[config.mk]
export PLATFORM = sky130hd
export DESIGN_NAME = lcd_msg_driver_flat
export DESIGN_NICKNAME = d
export VERILOG_FILES = /design/src/rtl/lcd_msg_driver_pkg.sv /design/src/rtl/lcd_msg_driver_if.sv /design/src/rtl/lcd_msg_driver_byte_writer.sv /design/src/rtl/lcd_msg_driver.sv /design/src/flat_wrapper.sv
export SDC_FILE = /design/constraint.sdc
export NUM_CORES = 1
export LEC_CHECK = 0
export CAP_MARGIN = 25
export CORE_MARGIN = 2
export CORE_UTILIZATION = 25
export CTS_CLUSTER_SIZE = 30
export DETAILED_ROUTE_END_ITERATION = 8
export GPL_TIMING_DRIVEN = 0
export PLACE_DENSITY = 0.51
export SLEW_MARGIN = 20
export SYNTH_ARGS = -nofsm -noshare
export SYNTH_HDL_FRONTEND = slang
export SYNTH_HIERARCHICAL = 1
export SYNTH_SLANG_ARGS = --single-unit
[constraint.sdc]
create_clock -name clk -period 3 [get_ports clk]
set_input_delay 0.45 -clock clk [delete_from_list [all_inputs] [get_ports clk]]
set_output_delay 0.45 -clock clk [all_outputs]
set_load 0.1 [all_outputs]
[src/rtl/lcd_msg_driver_pkg.sv]
// Shared constants for the LCD message driver: HD44780 command bytes,
// main FSM state encoding and the two 16-character text tables.
package lcd_pkg;

  localparam logic [7:0] CMD_FUNC_SET = 8'h38;
  localparam logic [7:0] CMD_DISP_ON  = 8'h0C;
  localparam logic [7:0] CMD_CLEAR    = 8'h01;
  localparam logic [7:0] CMD_ENTRY    = 8'h06;
  localparam logic [7:0] CMD_LINE1    = 8'h80;
  localparam logic [7:0] CMD_LINE2    = 8'hC0;

  typedef enum logic [2:0] {
    ST_PWRUP,
    ST_INIT,
    ST_LOAD,
    ST_ADDR1,
    ST_LINE1,
    ST_ADDR2,
    ST_LINE2,
    ST_IDLE
  } main_state_t;

  // Each row is 16 ASCII characters, first character in the top byte.
  localparam logic [127:0] ROM1 [4] = '{
    {"LISTO",     {11{8'h20}}},
    {"PROCESO 1", {7{8'h20}}},
    {"PROCESO 2", {7{8'h20}}},
    {"ERROR",     {11{8'h20}}}
  };

  localparam logic [127:0] ROM2 [4] = '{
    {16{8'h20}},
    {"VEL BAJA", {8{8'h20}}},
    {"VEL ALTA", {8{8'h20}}},
    {"PAUSA",    {11{8'h20}}}
  };

  // Character idx of a row; 15-idx equals ~idx for a 4-bit index.
  function automatic logic [7:0] rom_char(input logic [127:0] row, input logic [3:0] idx);
    logic [6:0] sh;
    sh = {~idx, 3'b000};
    return row[sh +: 8];
  endfunction

  function automatic logic [7:0] init_cmd(input logic [1:0] idx);
    case (idx)
      2'd0:    return CMD_FUNC_SET;
      2'd1:    return CMD_DISP_ON;
      2'd2:    return CMD_CLEAR;
      default: return CMD_ENTRY;
    endcase
  endfunction

endpackage

[src/rtl/lcd_msg_driver_if.sv]
// Display-side bundle: message codes from the controller FSM in, LCD
// header pins and status out.
interface lcd_msg_driver_if;
  logic [1:0] msg_code;
  logic [1:0] msg_sub;
  logic       lcd_rs;
  logic       lcd_rw;
  logic       lcd_e;
  logic [7:0] lcd_data;
  logic       ready;
  logic       busy;

  modport master (
    input  msg_code, msg_sub,
    output lcd_rs, lcd_rw, lcd_e, lcd_data, ready, busy
  );

  modport slave (
    output msg_code, msg_sub,
    input  lcd_rs, lcd_rw, lcd_e, lcd_data, ready, busy
  );
endinterface

[src/rtl/lcd_msg_driver_byte_writer.sv]
// One LCD bus write: setup cycle, E high, E low, then a settle wait that is
// longer after the clear command. rs/data hold their value between writes.
module lcd_byte_writer
  import lcd_pkg::*;
#(
  parameter int E_CYC        = 25,
  parameter int CMD_WAIT_CYC = 2500,
  parameter int CLR_WAIT_CYC = 100000
) (
  input  logic       clk,
  input  logic       reset,
  input  logic       start_i,
  input  logic       rs_i,
  input  logic [7:0] data_i,
  output logic       busy_o,
  output logic       done_o,
  output logic       lcd_e_o,
  output logic       lcd_rs_o,
  output logic [7:0] lcd_data_o
);

  localparam int MAX_W = (CLR_WAIT_CYC > CMD_WAIT_CYC) ? CLR_WAIT_CYC : CMD_WAIT_CYC;
  localparam int MAX_C = (MAX_W > E_CYC) ? MAX_W : E_CYC;
  localparam int CW    = $clog2(MAX_C + 1);

  typedef enum logic [2:0] {BW_IDLE, BW_SETUP, BW_E_HI, BW_E_LO, BW_WAIT} bw_state_t;

  bw_state_t     state_q;
  logic [CW-1:0] cnt_q;
  logic          e_q;
  logic          rs_q;
  logic [7:0]    data_q;
  logic          busy_q;

  // Transfer phase sequencing with per-phase down-counter.
  always_ff @(posedge clk or posedge reset) begin
    if (reset) begin
      state_q <= BW_IDLE;
      cnt_q   <= '0;
      e_q     <= 1'b0;
      rs_q    <= 1'b0;
      data_q  <= 8'h00;
      busy_q  <= 1'b0;
    end else begin
      case (state_q)
        BW_IDLE: begin
          if (start_i) begin
            state_q <= BW_SETUP;
            rs_q    <= rs_i;
            data_q  <= data_i;
            busy_q  <= 1'b1;
          end
        end
        BW_SETUP: begin
          state_q <= BW_E_HI;
          e_q     <= 1'b1;
          cnt_q   <= CW'(E_CYC - 1);
        end
        BW_E_HI: begin
          if (cnt_q == '0) begin
            state_q <= BW_E_LO;
            e_q     <= 1'b0;
            cnt_q   <= CW'(E_CYC - 1);
          end else begin
            cnt_q <= cnt_q - 1'b1;
          end
        end
        BW_E_LO: begin
          if (cnt_q == '0) begin
            state_q <= BW_WAIT;
            cnt_q   <= (!rs_q && data_q == CMD_CLEAR) ? CW'(CLR_WAIT_CYC - 1)
                                                      : CW'(CMD_WAIT_CYC - 1);
          end else begin
            cnt_q <= cnt_q - 1'b1;
          end
        end
        default: begin
          if (cnt_q == '0) begin
            state_q <= BW_IDLE;
            busy_q  <= 1'b0;
          end else begin
            cnt_q <= cnt_q - 1'b1;
          end
        end
      endcase
    end
  end

  assign done_o     = (state_q == BW_WAIT) && (cnt_q == '0);
  assign busy_o     = busy_q;
  assign lcd_e_o    = e_q;
  assign lcd_rs_o   = rs_q;
  assign lcd_data_o = data_q;

endmodule

[src/rtl/lcd_msg_driver.sv]
// Renders the controller's two message codes on a 16x2 HD44780 display.
// Optional build macro LCD_DIFF_UPDATE_EN: rewrite only the line whose code
// changed (the first refresh after init always writes both lines).
//
// state | meaning
// PWRUP | hold off after reset for the panel power-up time
// INIT  | send function set, display on, clear, entry mode
// LOAD  | latch codes, pick which lines to rewrite
// ADDR1 | set cursor to line 1
// LINE1 | write 16 characters of line 1
// ADDR2 | set cursor to line 2
// LINE2 | write 16 characters of line 2
// IDLE  | display current; watch for code changes
module lcd_msg_driver
  import lcd_pkg::*;
#(
  parameter int POWERUP_CYC  = 750000,
  parameter int E_CYC        = 25,
  parameter int CMD_WAIT_CYC = 2500,
  parameter int CLR_WAIT_CYC = 100000
) (
  input  logic              clk,
  input  logic              reset,
  lcd_msg_driver_if.master  bus
);

  localparam int PW = $clog2(POWERUP_CYC + 1);

  main_state_t   state_q;
  logic [3:0]    idx_q;
  logic [PW-1:0] pwr_cnt_q;
  logic [1:0]    cur_code_q;
  logic [1:0]    cur_sub_q;
  logic          pending_q;
  logic          ready_q;
  logic          issued_q;
  logic          do_l2_q;

  logic          wb_start;
  logic          wb_rs;
  logic [7:0]    wb_data;
  logic          wb_busy;
  logic          wb_done;
  logic          send_st;
  logic          upd_line1;
  logic          upd_line2;

  // Byte to send in the current state; the writer latches it on start.
  always_comb begin
    wb_rs   = 1'b0;
    wb_data = 8'h00;
    send_st = 1'b1;
    case (state_q)
      ST_INIT:  wb_data = init_cmd(idx_q[1:0]);
      ST_ADDR1: wb_data = CMD_LINE1;
      ST_LINE1: begin
        wb_rs   = 1'b1;
        wb_data = rom_char(ROM1[cur_code_q], idx_q);
      end
      ST_ADDR2: wb_data = CMD_LINE2;
      ST_LINE2: begin
        wb_rs   = 1'b1;
        wb_data = rom_char(ROM2[cur_sub_q], idx_q);
      end
      default:  send_st = 1'b0;
    endcase
    wb_start = send_st && !issued_q;
  end

  // Line selection for the next refresh.
  always_comb begin
`ifdef LCD_DIFF_UPDATE_EN
    upd_line1 = pending_q || (bus.msg_code != cur_code_q);
    upd_line2 = pending_q || (bus.msg_sub != cur_sub_q);
`else
    upd_line1 = 1'b1;
    upd_line2 = 1'b1;
`endif
  end

  // Main sequencing FSM; one byte issued per send state step.
  always_ff @(posedge clk or posedge reset) begin
    if (reset) begin
      state_q    <= ST_PWRUP;
      idx_q      <= 4'd0;
      pwr_cnt_q  <= '0;
      cur_code_q <= 2'd0;
      cur_sub_q  <= 2'd0;
      pending_q  <= 1'b0;
      ready_q    <= 1'b0;
      issued_q   <= 1'b0;
      do_l2_q    <= 1'b0;
    end else begin
      case (state_q)
        ST_PWRUP: begin
          if (pwr_cnt_q == PW'(POWERUP_CYC - 1)) begin
            state_q   <= ST_INIT;
            pwr_cnt_q <= '0;
          end else begin
            pwr_cnt_q <= pwr_cnt_q + 1'b1;
          end
        end
        ST_LOAD: begin
          cur_code_q <= bus.msg_code;
          cur_sub_q  <= bus.msg_sub;
          pending_q  <= 1'b0;
          do_l2_q    <= upd_line2;
          idx_q      <= 4'd0;
          if (upd_line1) begin
            state_q <= ST_ADDR1;
          end else if (upd_line2) begin
            state_q <= ST_ADDR2;
          end else begin
            state_q <= ST_IDLE;
            ready_q <= 1'b1;
          end
        end
        ST_IDLE: begin
          if (pending_q || bus.msg_code != cur_code_q || bus.msg_sub != cur_sub_q) begin
            state_q <= ST_LOAD;
            ready_q <= 1'b0;
          end
        end
        default: begin
          if (!issued_q) begin
            issued_q <= 1'b1;
          end else if (wb_done) begin
            issued_q <= 1'b0;
            case (state_q)
              ST_INIT: begin
                if (idx_q == 4'd3) begin
                  state_q   <= ST_LOAD;
                  idx_q     <= 4'd0;
                  pending_q <= 1'b1;
                end else begin
                  idx_q <= idx_q + 4'd1;
                end
              end
              ST_ADDR1: state_q <= ST_LINE1;
              ST_LINE1: begin
                idx_q <= idx_q + 4'd1;
                if (idx_q == 4'd15) begin
                  state_q <= do_l2_q ? ST_ADDR2 : ST_IDLE;
                  ready_q <= !do_l2_q;
                end
              end
              ST_ADDR2: state_q <= ST_LINE2;
              default: begin
                idx_q <= idx_q + 4'd1;
                if (idx_q == 4'd15) begin
                  state_q <= ST_IDLE;
                  ready_q <= 1'b1;
                end
              end
            endcase
          end
        end
      endcase
    end
  end

  lcd_byte_writer #(
    .E_CYC       (E_CYC),
    .CMD_WAIT_CYC(CMD_WAIT_CYC),
    .CLR_WAIT_CYC(CLR_WAIT_CYC)
  ) u_writer (
    .clk       (clk),
    .reset     (reset),
    .start_i   (wb_start),
    .rs_i      (wb_rs),
    .data_i    (wb_data),
    .busy_o    (wb_busy),
    .done_o    (wb_done),
    .lcd_e_o   (bus.lcd_e),
    .lcd_rs_o  (bus.lcd_rs),
    .lcd_data_o(bus.lcd_data)
  );

  assign bus.lcd_rw = 1'b0;
  assign bus.ready  = ready_q;
  assign bus.busy   = wb_busy;

endmodule

[src/flat_wrapper.sv]
// flat-port wrapper written by rule: the top's interface ports become plain ports
module lcd_msg_driver_flat import lcd_pkg::*;
#(
  parameter int POWERUP_CYC  = 750000,
  parameter int E_CYC        = 25,
  parameter int CMD_WAIT_CYC = 2500,
  parameter int CLR_WAIT_CYC = 100000
)
  (clk, reset, bus_msg_code, bus_msg_sub, bus_lcd_rs, bus_lcd_rw, bus_lcd_e, bus_lcd_data, bus_ready, bus_busy);
  lcd_msg_driver_if bus_i ();
  input  logic clk;
  input  logic reset;
  input wire logic [$bits(bus_i.msg_code)-1:0] bus_msg_code;
  input wire logic [$bits(bus_i.msg_sub)-1:0] bus_msg_sub;
  output wire logic [$bits(bus_i.lcd_rs)-1:0] bus_lcd_rs;
  output wire logic [$bits(bus_i.lcd_rw)-1:0] bus_lcd_rw;
  output wire logic [$bits(bus_i.lcd_e)-1:0] bus_lcd_e;
  output wire logic [$bits(bus_i.lcd_data)-1:0] bus_lcd_data;
  output wire logic [$bits(bus_i.ready)-1:0] bus_ready;
  output wire logic [$bits(bus_i.busy)-1:0] bus_busy;
  assign bus_i.msg_code = bus_msg_code;
  assign bus_i.msg_sub = bus_msg_sub;
  assign bus_lcd_rs = bus_i.lcd_rs;
  assign bus_lcd_rw = bus_i.lcd_rw;
  assign bus_lcd_e = bus_i.lcd_e;
  assign bus_lcd_data = bus_i.lcd_data;
  assign bus_ready = bus_i.ready;
  assign bus_busy = bus_i.busy;
  lcd_msg_driver #(.POWERUP_CYC(POWERUP_CYC), .E_CYC(E_CYC), .CMD_WAIT_CYC(CMD_WAIT_CYC), .CLR_WAIT_CYC(CLR_WAIT_CYC)) u_core (.clk(clk), .reset(reset), .bus(bus_i));
endmodule
Yosys cells after proc, flatten, opt, wreduce, memory -nomap -nowiden
Cells that the tools add are included.
{ "classes": {"shift": 2, "n_addsub": 3, "mux": 54, "n_eq_ne": 29, "n_lt_le_gt_ge": 2, "bitwise": 7, "reduce_logical": 42} }
{ "ops": {"columns": ["cell", "count"], "rows": [
  ["binary-select mux 128 bit (select 2 bit)", 2],
  ["2-to-1 mux 128 bit", 4],
  ["indexed part select 128 x 8 -> 8 bit", 2],
  ["2-to-1 mux 17 bit", 4],
  ["one-hot mux 17 bit (4 select lines)", 1],
  ["one-hot mux 8 bit (5 select lines)", 1],
  ["2-to-1 mux 3 bit", 11],
  ["one-hot mux 3 bit (4 select lines)", 2],
  ["adder 20 x 1 -> 20 bit (second input constant)", 1],
  ["equality test 20 bit (second input constant)", 1],
  ["2-to-1 mux 20 bit", 1],
  ["one-hot mux 6 bit (3 select lines)", 1],
  ["nonzero test 2 bit", 9],
  ["logical NOT 17 bit", 1],
  ["subtractor 17 x 1 -> 17 bit (second input constant)", 1],
  ["one-hot mux 4 bit (2 select lines)", 2],
  ["equality test 3 bit (second input constant)", 5],
  ["2-to-1 mux 1 bit", 15],
  ["equality test 3 x 2 -> 1 bit (second input constant)", 4],
  ["2-to-1 mux 4 bit", 3],
  ["!= test 5 x 4 -> 1 bit (second input constant)", 2],
  ["one-hot mux 1 bit (2 select lines)", 5],
  ["one-hot mux 3 bit (3 select lines)", 1],
  ["OR reduction 3 bit", 3],
  ["32 further kinds", 57]
]} }
{ "word_totals": {"output_inout_bits": 13, "wordCells": 154, "regBits": 66, "input_bits": 6} }

Longest topological paths before layout
{ "depth": {"word_depth": 6, "ltp_mapped": 12, "depth_no_buf": 11} }

Hierarchy
The synthesis kept the hierarchy.
{ "by_module_without_submodules": {"columns": ["module", "seq_area_each_um2", "cells_each", "area_per_inst_um2", "instances"], "rows": [
  ["lcd_msg_driver", 875.8, 328, 2716.4, 1],
  ["lcd_byte_writer", 775.7, 194, 1853.0, 1]
]} }

Worst setup path before layout
OpenSTA, ideal clock, no wires.
{ "synth_timing": {"kind": "register to register", "from": "reg u_core.u_writer.cnt_q[0]", "to": "reg u_core.idx_q[3]", "setup_ns": 0.078, "t_arrival_ns": 2.597, "synth_period_minus_slack_ns": 2.675, "n_path_buf": 1, "t_required_ns": 2.922, "setup_slack_ns": 0.325, "stages_incl_launch_ff": 13, "path_cell_list": "dfrtp_1 inv_1 ha_1 nor4b_1 and4_1 buf_4 nand2_1 nor3_1 nand3_1 a21oi_1 a31oi_1 or3_1 a21oi_1"} }
{ "synth_between": {"elab_chain_cells": 4} }
{ "synth_lines": {"columns": ["element", "line", "rtl"], "rows": [
  ["from (decl)", "lcd_msg_driver_byte_writer.sv:29", "logic [CW-1:0] cnt_q;"],
  ["from (signal assigned)", "lcd_msg_driver_byte_writer.sv:57", "cnt_q <= CW'(E_CYC - 1);"],
  ["from (signal assigned)", "lcd_msg_driver_byte_writer.sv:63", "cnt_q <= CW'(E_CYC - 1);"],
  ["from (signal assigned)", "lcd_msg_driver_byte_writer.sv:65", "cnt_q <= cnt_q - 1'b1;"],
  ["logical NOT 17 bit", "lcd_msg_driver_byte_writer.sv:89", "assign done_o = (state_q == BW_WAIT) && (cnt_q == '0);"],
  ["logical AND 1 bit", "lcd_msg_driver_byte_writer.sv:89", null],
  ["via u_core.wb_done", "lcd_msg_driver.sv:43", "logic wb_done;"],
  ["nonzero test 2 bit (no source line)", null, null],
  ["AND reduction 4 bit (no source line)", null, null],
  ["to (signal assigned)", "lcd_msg_driver.sv:136", "idx_q <= idx_q + 4'd1;"],
  ["to (signal assigned)", "lcd_msg_driver.sv:141", "idx_q <= idx_q + 4'd1;"],
  ["to (signal assigned)", "lcd_msg_driver.sv:149", "idx_q <= idx_q + 4'd1;"],
  ["to (decl)", "lcd_msg_driver.sv:30", "logic [3:0] idx_q;"]
]} }
The timed path passes the listed nets, and every way through them passes these cells.
A chain may end at the register's enable or synchronous reset.

Worst setup path after layout
{ "layout_timing": {"from": "reg u_core.u_writer.cnt_q[11]", "to": "reg u_core.idx_q[3]"} }
Same word-level chain as after synthesis.

==> out/qor.txt <==
Status: finished clean
Initial Util: 25.4%
IO Port Bufs: 17
Die area: 19400 µm²
Dominant cell type by area after synthesis: dfrtp_1
Setup Skew: 7.61 ps
Post-synth EDFFs: 0
CTS H-tree lvls: 3
Routed Antenna Nets: 0
Clock sinks: 66
Worst path required time: 3250 ps
Iteration-0 DRC Markers: 421
Power Total: 2060 µW
First-pass GRT wire length: 21.1 mm
Max layer used: met4
Drt wl/cell: 16.1 µm
Fin. Hold Viols: 0
Placed cells: 768
Maximum vdd drop: 0.000288 V
Dpl hpwl: 9.15 mm
Metal2 WL: 5.88 mm
Crit path capture type: flop
Sequential power share: 43.3%
Netlist Area Pre-Place: 4570 µm²
Setup CP Type: flop to flop
Worst-Margin Slew: 973 ps
CP startpoint: u_core/u_writer/cnt_q[11]
CTS tree: yes
Hold slack: 491 ps
Vias in the first global route: 4050
Cell with the most instances after synthesis: dfrtp_1
Synth area leaders: dfrtp_1 (36%), ha_1 (5.2%), nand2_1 (4.2%), nor2_1 (3.6%), a21oi_1 (3.5%)
Worst-path clk slew: 50 ps
Synth cell types: 69
Hold buffers post-CTS: 0
Max cap viols: 0
Top post-synthesis cells by count: dfrtp_1 (66), nand2_1 (51), nor2_1 (44), a21oi_1 (32), o21ai_0 (30)
Clk buf depth: 2
Mapped Avg Cell Area: 8.75 µm²
GP Congestion: 0.881
DRT Pass-1 Iters: 8
Row cnt: 49
Pre-CTS setup slack: -253 ps
Sequential area share after synthesis: 36.1%
Fmax: 356 MHz
Core footprint: 18000 µm²
Residual DRC: 0
Max FO, Critical Path: 12
Synth async-reset ratio: 100%
Cells after Synth: 522
Largest net degree at the start of global routing: 36
FF-to-FF Start: u_core/u_writer/cnt_q[11]
Global route overflow: 0
Worst slew margin: 34.9%
P_sw: 411 µW
PwrDens: 380 nW/µm²
Area grow syn2layout: 18.5%
Tcrit/Tclk final: 93.6%
WP data arrival: 3060 ps
Chip height: 139 µm
Minimum clock period: 2810 ps
Final worst slack: 191 ps
Drt total wl: 12.6 mm
Post-synth top area share: 36.1%
Non-filler cells, final: 784
Share of cells above drive strength 1: 11.7%
Ports: 19
Combinational power share: 1.7%
Setup-failing EPs final: 0
Ys flop type: dfrtp_1
Startpoint types: flop
Yosys warnings: 6
Via count: 4156
Post-synthesis register bit count: 66
Root Driver: clkbuf_16
Antenna Cells: 0
Vias/cell: 5.30
Sw Ratio: 20.0%
Worst skew pair latency: 340 ps
Net Count, Synth: 547
Met3 wire len: 711 µm
# nets final: 575
Pint: 1650 µW
Pins Over Slew Limit: 0
Leak Pwr: 0.00229 µW
Metal-1 WL: 5.79 mm
Die extent in x: 139 µm
Worst hold path type: flop to flop
CTS Buf Count: 9
Min-delay src: u_core/do_l2_q
GRT Util Overall: 13.4%
Clock power frac: 55.0%
Initial antenna violation count: 0
## worst max-delay path: stages, from the launching register on
cell and delay, ps:
dfrtp_1 440, nor4_2 520, and4_4 440, nand2_2 110
nor3_4 280, nand3_1 150, a21oi_2 170, a31oi_2 110
or3_1 370, a21oi_1 150
## area by class of cell
cell class | instances | area (µm²)
Fill cell | 1875 | 12600
Inverter | 18 | 67.6
Sequential cell | 66 | 1650
Timing Repair Buffer | 18 | 178
Buffer | 30 | 144
Multi-Input combinational cell | 407 | 2760
Clock inverter | 5 | 77.6
Clock buffer | 11 | 243
Tap cell | 229 | 287
## cells in the final DEF (no fill, tap or decap), types with 5 or more instances in the layout
cell,netlist,routed
a21o_1,9,9
a21oi_1,32,31
a31oi_1,12,11
and3_1,5,5
clkbuf_1,23,23
clkbuf_16,0,9
clkdlybuf4s50_1,0,17
dfrtp_1,66,65
ha_1,19,19
inv_1,18,16
mux2_2,11,11
nand2_1,51,50
nand2b_1,13,13
nand3_1,20,20
nand4_1,7,7
nor2_1,44,44
nor3_1,13,12
nor4_1,6,5
o211ai_1,10,10
o21ai_0,30,30
o31ai_1,7,7
or3_1,8,8
or4_1,5,5
xnor2_1,15,15
xor2_1,8,8
## through the flow
stage / TNS, ps / cell area (µm²) / util [%]
after floorplan: 0 / 4570 / -
after global placement: -644 / 5030 / 28.0
after detailed placement: -858 / 5030 / 28.0
after CTS: 0 / 5360 / 29.9
after global routing: -4.06 / 5410 / 30.1
final: 0 / 5410 / 30.1
## metal layers
| layer | vias to the layer above | global-route usage (%) |
|---|---|---|
| li1 | 1969 | - |
| met1 | 2011 | 17.7 |
| met2 | 153 | 21.4 |
| met3 | 23 | 3.45 |
| met4 | 0 | 4.84 |
| met5 | - | 0 |
## state kept, by name, summed over array words and instances (netlist names)
signal / cells
u_core/idx_q: 4
u_core/pending_q: 1
u_core/bus.ready: 1
u_core/u_writer/busy_o: 1
u_core/issued_q: 1
u_core/u_writer/state_q: 3
u_core/cur_code_q: 2
u_core/do_l2_q: 1
u_core/state_q: 3
u_core/cur_sub_q: 2
u_core/pwr_cnt_q: 20
u_core/u_writer/lcd_e_o: 1
u_core/u_writer/lcd_rs_o: 1
u_core/u_writer/lcd_data_o: 8
u_core/u_writer/cnt_q: 17
## final timing paths
path	end	cells after the start	slack, ps
min	u_core/do_l2_q	1	490
max	u_core/idx_q[3]	9	190
min reg2reg	u_core/do_l2_q	1	490
min in group asynchronous	u_core/u_writer/cnt_q[5]	2	640
max in group asynchronous	u_core/pwr_cnt_q[14]	2	1870
max reg2reg	u_core/idx_q[3]	9	190
## repair_timing
action                     4_1_cts  5_1_grt
gates resized for setup          3       12
setup buffers                    0        1
pin swaps                        0        3
setup endpoints to repair        6        5
## cell families after synthesis
family	synth area share, %
buffers and inverters	4.76
xor gates and xnor gates	4.41
DFF	36.1
adders and majority gates	5.20
AOI/OAI and AO/OA	19.7
muxes	3.15
and+or+nand+nor	26.5
other	0.0821
## power by group through the flow
| stage | logic [µW] | clock network (µW) | registers [µW] |
|---|---|---|---|
| 2_1_floorplan | 21.2 | 0 | 906 |
| 5_1_grt | 40.3 | 1210 | 890 |
| 6_report | 34.5 | 1130 | 891 |
| 3_5_place_dp | 36.8 | 0 | 906 |
| 3_3_place_gp | 35.9 | 0 | 907 |
| 4_1_cts | 36.7 | 1180 | 890 |
No activity file was read; power rests on OpenSTA's default activity.
